$ cat config.mk
export PLATFORM = sky130hd
export DESIGN_NAME = fibonacci
export DESIGN_NICKNAME = d
export VERILOG_FILES = /design/src/rtl/fibonacci_pkg.sv /design/src/rtl/fib_term_counter.sv /design/src/rtl/fibonacci.sv
export SDC_FILE = /design/constraint.sdc
export NUM_CORES = 1
export LEC_CHECK = 0
export BUFFER_PORTS_ARGS = -buffer_cell sky130_fd_sc_hd__buf_2
export CORE_AREA = 2 2 39 41
export DETAILED_ROUTE_END_ITERATION = 12
export DIE_AREA = 0 0 41 43
export GPL_TIMING_DRIVEN = 0
export PLACE_DENSITY = 0.78
export SKIP_CTS_REPAIR_TIMING = 1
export SLEW_MARGIN = 15
export SYNTH_ARGS = -nofsm -noshare
export SYNTH_HDL_FRONTEND = slang
export SYNTH_SLANG_ARGS = --single-unit
$ cat constraint.sdc
create_clock -name clk -period 1.3 [get_ports clk]
set_input_delay 0.39 -clock clk [delete_from_list [all_inputs] [get_ports clk]]
set_output_delay 0.39 -clock clk [all_outputs]
set_load 0.01 [all_outputs]
$ cat src/rtl/fibonacci_pkg.sv
// Shared constants for the Fibonacci term generator.
// Term width, index width and sequence seeds.
package fibonacci_pkg;
  localparam int OUT_W = 4;
  localparam int IDX_W = 4;
  localparam logic [OUT_W-1:0] SEED_A = 4'd0;
  localparam logic [OUT_W-1:0] SEED_B = 4'd1;
endpackage

$ cat src/rtl/fib_term_counter.sv
// Modulo-N term index with a registered wrap flag.
// last is high exactly while idx sits at N-1.
module fib_term_counter
  import fibonacci_pkg::*;
#(
  parameter int N = 10
) (
  input  logic             clk,
  input  logic             rst,
  output logic [IDX_W-1:0] idx,
  output logic             last
);

  localparam logic [IDX_W-1:0] PRE_IDX = IDX_W'(N - 2);

  always_ff @(posedge clk or negedge rst) begin
    if (!rst) begin
      idx  <= '0;
      last <= 1'b0;
    end else if (last) begin
      idx  <= '0;
      last <= 1'b0;
    end else begin
      idx  <= idx + 1'b1;
      last <= (idx == PRE_IDX);
    end
  end

endmodule

$ cat src/rtl/fibonacci.sv
// Fibonacci terms modulo 16, restarting every N terms.
// a is the current term, b the next; both reseed on wrap.
module fibonacci
  import fibonacci_pkg::*;
#(
  parameter int N = 10
) (
  input  logic             clk,
  input  logic             rst,
  output logic [OUT_W-1:0] out,
  output logic [IDX_W-1:0] idx,
  output logic             last
);

  logic [OUT_W-1:0] a;
  logic [OUT_W-1:0] b;
  logic [OUT_W-1:0] sum;

  assign sum = a + b;
  assign out = a;

  always_ff @(posedge clk or negedge rst) begin
    if (!rst) begin
      a <= SEED_A;
      b <= SEED_B;
    end else if (last) begin
      a <= SEED_A;
      b <= SEED_B;
    end else begin
      a <= b;
      b <= sum;
    end
  end

  fib_term_counter #(
    .N(N)
  ) u_cnt (
    .clk (clk),
    .rst (rst),
    .idx (idx),
    .last(last)
  );

endmodule

# Yosys cells after proc, flatten, opt, wreduce, memory -nomap -nowiden
# Index checks and enable logic that the tools add are counted.
[op_classes]
n_mux = 4
n_shift = 0
n_div = 0
magnitude_cmp = 0
bitwise = 0
multipliers = 0
add_sub_neg = 2
reduce_logical = 0
n_eq_ne = 1
[op_table]
columns = ["operator", "n"]
rows = [
  ["$mux 4", 3],
  ["$add 4x1->4 const B", 1],
  ["$add 4x4->4", 1],
  ["$eq 4x4->1 const B", 1],
  ["$mux 1", 1],
]
[totals]
out_inout_bits = 9
register_bits = 13
ram_bits = 0
in_bits = 2
wordCells = 11
rom_bits = 0
latchBits = 0
mem_count = 0

# Logic depth before layout (Yosys ltp)
# Gate-level depths: netlist (run 1).
[logic_depth]
depth_word = 2
ltp_mapped = 4
depth_no_buf = 4

# By module
# Synthesis (run 1) repeated with hierarchy kept, for this count alone.
[unflattened]
cells_unflattened = 45
area_unflattened_um2 = 573.0
[modules_own_cells]
columns = ["module", "instances", "area_per_inst_um2", "cells_per_inst", "seq_area_each_um2"]
rows = [
  ["fibonacci", 1, 349.1, 26, 201.4],
  ["fib_term_counter", 1, 224.0, 19, 125.1],
]

# Least setup slack after synthesis (run 1)
# No wires, ideal clock.
[synth_path]
path_type = "reg-to-reg"
start = "register b[0]"
end = "register b[1]"
slack_ns = -0.036
synth_period_minus_slack_ns = 1.336
setup_time_ns = 0.118
n_path_buf = 0
arrival_time_ns = 1.218
stages_incl_launch_ff = 4
required_time_ns = 1.182
cell_sequence = "dfstp_2 > ha_1 > fa_1 > and2b_1"
[synth_between]
elab_chain_cells = 2
[synth_lines]
columns = ["item", "line_no", "text"]
rows = [
  ["start: declaration", "fibonacci.sv:16", "logic [OUT_W-1:0] b;"],
  ["start signal: assignment", "fibonacci.sv:31", "b <= sum;"],
  ["$add 4x4->4", "fibonacci.sv:19", "assign sum = a + b;"],
  ["$mux 4", "fibonacci.sv:26", "end else if (last) begin"],
]
# Every way passes these cells.

# Worst setup path in the final report (run 1)
# Same ends and word-level chain as after synthesis.

==> results of run 1 <==
## sequential cells by signal, indices dropped and copies added, names as in the netlist
name        count
b               4
out             4
u_cnt.idx       4
u_cnt.last      1
## logic make-up (layout without fill, tap and decap cells)
logic type	after synthesis	count (layout)	share of synthesized area (%)
buffers and inverters	3	18	2.64
AOI/OAI and AO/OA	3	3	3.74
adders and majority gates	6	6	14.5
xor gates and xnor gates	4	4	6.17
and+or+nand+nor	16	16	15.4
DFF	13	13	57.5
## power by group through the flow
| stage | Clock (mW) | Combinational, mW | Sequential (mW) |
|---|---|---|---|
| final | 0.247 | 0.0108 | 0.404 |
| after detailed placement | 0 | 0.00938 | 0.412 |
| after CTS | 0.256 | 0.00939 | 0.404 |
| after floorplan | 0 | 0.000000125 | 0.412 |
| after global routing | 0.281 | 0.0129 | 0.404 |
| after global placement | 0 | 0.00904 | 0.412 |
## critical path: stages (launching register included)
cell     delay, ns
dfstp_2       0.56
ha_4          0.14
fa_1          0.38
and2b_1       0.16
## final timing paths
path,start,to,slack (ns),cells after the start
worst max-delay path,b[0],b[1],-0.04,3
worst min-delay path,b[2],out[2],0.51,1
worst max register to register,b[0],b[1],-0.04,3
worst min register to register,b[2],out[2],0.51,1
max in group asynchronous,rst,b[0],0.50,2
min in group asynchronous,rst,b[1],0.52,2
## layout make-up
type | instances | area, um2 | area share [%]
well taps | 16 | 20.0 | 2.90
multi-input cells | 29 | 243 | 35.1
clock buffers | 4 | 26.3 | 3.80
inverters | 2 | 7.51 | 1.09
repair buffers | 11 | 60.1 | 8.70
plain buffers | 1 | 7.51 | 1.09
flip-flops and latches | 13 | 327 | 47.3
## synthesized netlist by cell type (2+ instances only)
library cell,number
nand3_1,3
ha_1,5
nor2_1,4
inv_1,2
dfrtp_1,12
nor2b_1,2
and2b_1,4
xnor2_1,2
xor2_1,2
## routing by layer
metal | global-route usage (%) | vias up | wire (um)
li1 | - | 173 | -
met1 | 16.9 | 184 | 411
met2 | 18.4 | 11 | 452
met3 | 6.28 | 4 | 45
met4 | 10.0 | 0 | 23
met5 | 0 | - | 0
## through the flow
stage / setup slack [ns] / total power, mW / utilization, % / setup TNS (ns) / cells
after floorplan: -0.0120 / 0.412 / - / -0.0235 / 45
after global placement: -0.0223 / 0.421 / 47.0 / -0.0223 / 71
after detailed placement: -0.0375 / 0.421 / 47.0 / -0.0417 / 71
after CTS: -0.0494 / 0.670 / 48.9 / -0.0800 / 75
after global routing: -0.0916 / 0.698 / 49.9 / -0.170 / 76
final: -0.0431 / 0.662 / 49.9 / -0.0701 / 76
==> results.tsv, run 1 <==
metric	value	unit
outcome	finished, violations left	
failing checks	negative setup slack	
Initial Util	41.0	%
Post-DP HPWL	681	um
Comb pwr share	1.6	%
Die W	41	um
Port Buf Inserts	10	
Num CTS Buffers	3	
fraction of layout cells with a size suffix above 1	31.7	%
Residual DRC	0	
clk sink count	13	
P_sw	136	uW
root buffer cell	clkbuf_4	
latest clock arrival within the worst-skew pair	0.27	ns
top cells by area, synth	dfrtp_1 (53%), ha_1 (11%), and2b_1 (5.3%)	
vias	372	
Slew headroom	80.7	%
DRT Pass-1 Iters	2	
Routed Antenna Nets	0	
Overflow after GRT	0	
min Tclk post-route	1.34	ns
startpoint types	flop	
Slew Viols, Final	0	
Req. time, crit path	1.47	ns
core area	1380	um2
kind of critical path	flop to flop	
Mapped Cells	45	
CP endpoint kind	flop	
Post-synth EDFFs	0	
RSZ-0062 raised after global routing	yes	
Final Net Count	69	
via/cell ratio	4.89	
Synth top area share	52.9	%
total track usage	13.9	%
Pwr per Cell Area	958	nW/um2
ant diodes	0	
post-synth cell types	18	
initial antenna violation count	0	
Routed WL	933	um
sequential area share after synthesis	57.5	%
Final WS setup	-0.0431	ns
first-pass GRT wire length	1520	um
vias in the first global route	346	
P_leak	0.335	nW
Seq pwr share	61.1	%
wire per inst	12.3	um
CP max FO	2	
Max Cap Viol	0	
CTS Buffer Depth	2	
fill cell count	132	
Die Span Y	43	um
slew at the pin with the worst max-slew slack	0.289	ns
f_max	745	MHz
Layout area overhead	21.6	%
post-synthesis net count	53	
Rows	14	
Synth area leader	dfrtp_1	
ys async rst share	100	%
largest net degree at the start of global routing	14	
endpoints failing setup	2	
CTS clk-pin slew, worst paths	0.08	ns
Routability Congestion	0.676	
die area	1760	um2
final period utilization	103	%
worst vdd ir	0.480	mV
Placed Area	651	um2
Synth Warn #	0	
fin area	691	um2
Netlist Area Pre-Place	568	um2
hold_ws	0.510	ns
htree depth	1	
Switching Share	20.5	%
Top Ports	11	
Worst EP arrival	1.52	ns
commonest non-fill, non-tap cell in the layout	dfrtp_1	
Clock Power Share	37.3	%
#FFs+latches synth	13	
internal power	526	uW
final hold vios	0	
skew final	0.00442	ns
highest-count cells in the layout ignoring fill and taps	dfrtp_1 (12), buf_2 (10), nor2_1 (4), and2b_1 (4), ha_1 (4)	
syn avg cell area	12.6	um2
Initial DRC Count	3	
Synth Flop Type	dfrtp_1	
CTS tree	done	
Hold Path Class	flop to flop	
Power figures use the tool's default switching activity.
==> inputs of run 2 (changes only) <==
--- a/config.mk
+++ b/config.mk
@@ -5,6 +5,7 @@
 export SDC_FILE = /design/constraint.sdc
 export NUM_CORES = 1
 export LEC_CHECK = 0
+export ABC_CLOCK_PERIOD_IN_PS = 1300
 export BUFFER_PORTS_ARGS = -buffer_cell sky130_fd_sc_hd__buf_2
 export CORE_AREA = 2 2 39 41
 export DETAILED_ROUTE_END_ITERATION = 12
@@ -16,3 +17,4 @@
 export SYNTH_ARGS = -nofsm -noshare
 export SYNTH_HDL_FRONTEND = slang
 export SYNTH_SLANG_ARGS = --single-unit
+export TNS_END_PERCENT = 10
==> results.tsv, run 2 (synthesis gave the netlist of run 1 again) <==
metric	value	unit
Pwr per Cell Area	958	nW/um2
Die W	41	um
Slew Viols, Final	0	
CTS tree	done	
Residual DRC	0	
Rows	14	
Top Ports	11	
Final WS setup	-0.0431	ns
initial antenna violation count	0	
crit path cell chain	ha_4 -> fa_1 -> and2b_1	
Num CTS Buffers	3	
Worst EP arrival	1.52	ns
Routed Antenna Nets	0	
ant diodes	0	
final period utilization	103	%
CP max FO	2	
largest net degree at the start of global routing	14	
CP endpoint kind	flop	
failing checks	negative setup slack	
wire per inst	12.3	um
Slew headroom	80.7	%
slew at the pin with the worst max-slew slack	0.289	ns
Port Buf Inserts	10	
RSZ-0062 raised after global routing	yes	
P_leak	0.335	nW
Final Net Count	69	
CP bufs+invs	0	
total track usage	13.9	%
Layout area overhead	21.6	%
Die Span Y	43	um
Initial Util	41.0	%
kind of critical path	flop to flop	
final hold vios	0	
first-pass GRT wire length	1520	um
commonest non-fill, non-tap cell in the layout	dfrtp_1	
DRT Pass-1 Iters	2	
total chip power	662	uW
Largest stage delay, worst path	0.56	ns
min Tclk post-route	1.34	ns
vias	372	
die area	1760	um2
Initial DRC Count	3	
Req. time, crit path	1.47	ns
Hold Path Class	flop to flop	
CTS Buffer Depth	2	
Crit path max-delay family	flip-flops	
worst vdd ir	0.480	mV
vias in the first global route	346	
latest clock arrival within the worst-skew pair	0.27	ns
hold_ws	0.510	ns
core area	1380	um2
startpoint types	flop	
Routed WL	933	um
Max Cap Viol	0	
clk sink count	13	
f_max	745	MHz
skew final	0.00442	ns
via/cell ratio	4.89	
Post-DP HPWL	681	um
Overflow after GRT	0	
CP max-delay cell	dfstp_2	
highest-count cells in the layout ignoring fill and taps	dfrtp_1 (12), buf_2 (10), nor2_1 (4), and2b_1 (4), ha_1 (4)	
root buffer cell	clkbuf_4	
fraction of layout cells with a size suffix above 1	31.7	%
CTS clk-pin slew, worst paths	0.08	ns
endpoints failing setup	2	
htree depth	1	
outcome	finished, violations left	
Routability Congestion	0.676	
==> run 2: cell counts in the layout (fill, tap and decap cells not counted) <==
No cell type changed its count.
==> run 2: worst register-to-register path, stage by stage, from the launching register on <==
cell     delay [ns]
dfstp_2        0.56
ha_4           0.14
fa_1           0.38
and2b_1        0.16
==> run 2: final timing paths <==
path                            from      to  slack (ns)  depth (start not counted)
worst max-delay path            b[0]    b[1]       -0.04                          3
worst min-delay path            b[2]  out[2]        0.51                          1
worst max register to register  b[0]    b[1]       -0.04                          3
worst min register to register  b[2]  out[2]        0.51                          1
max in group asynchronous        rst    b[0]        0.50                          2
min in group asynchronous        rst    b[1]        0.52                          2
==> run 2: layer usage <==
| layer | part of all wire (%) | vias up | routed length [um] | track usage (%) |
|---|---|---|---|---|
| met5 | 0 | - | 0 | 0 |
| met4 | 2.5 | 0 | 23 | 10.0 |
| met3 | 4.8 | 4 | 45 | 6.28 |
| met2 | 48 | 11 | 452 | 18.4 |
| met1 | 44 | 184 | 411 | 16.9 |
| li1 | - | 173 | - | - |
==> run 2: layout make-up <==
cell class	instances	area, um2
repair buffers	11	60.1
clock buffers	4	26.3
multi-input cells	29	243
plain buffers	1	7.51
inverters	2	7.51
well taps	16	20.0
fillers	132	693
flip-flops and latches	13	327
==> run 2: where the power goes <==
group | internal [mW] | total, mW | switching, mW | leakage [nW]
Combinational | 0.00305 | 0.0108 | 0.00774 | 0.170
Sequential | 0.404 | 0.404 | 0 | 0.150
Clock | 0.119 | 0.247 | 0.128 | 0.0150
Total | 0.526 | 0.662 | 0.136 | 0.335
==> run 2: stage by stage <==
step           instance area [um2]  utilization (%)  setup WS [ns]  std cells  TNS [ns]
2_1_floorplan                  581                -        -0.0120         45   -0.0235
3_3_place_gp                   651             47.0        -0.0223         71   -0.0223
3_5_place_dp                   651             47.0        -0.0375         71   -0.0417
4_1_cts                        677             48.9        -0.0494         75   -0.0800
5_1_grt                        691             49.9        -0.0916         76    -0.170
6_report                       691             49.9        -0.0431         76   -0.0701
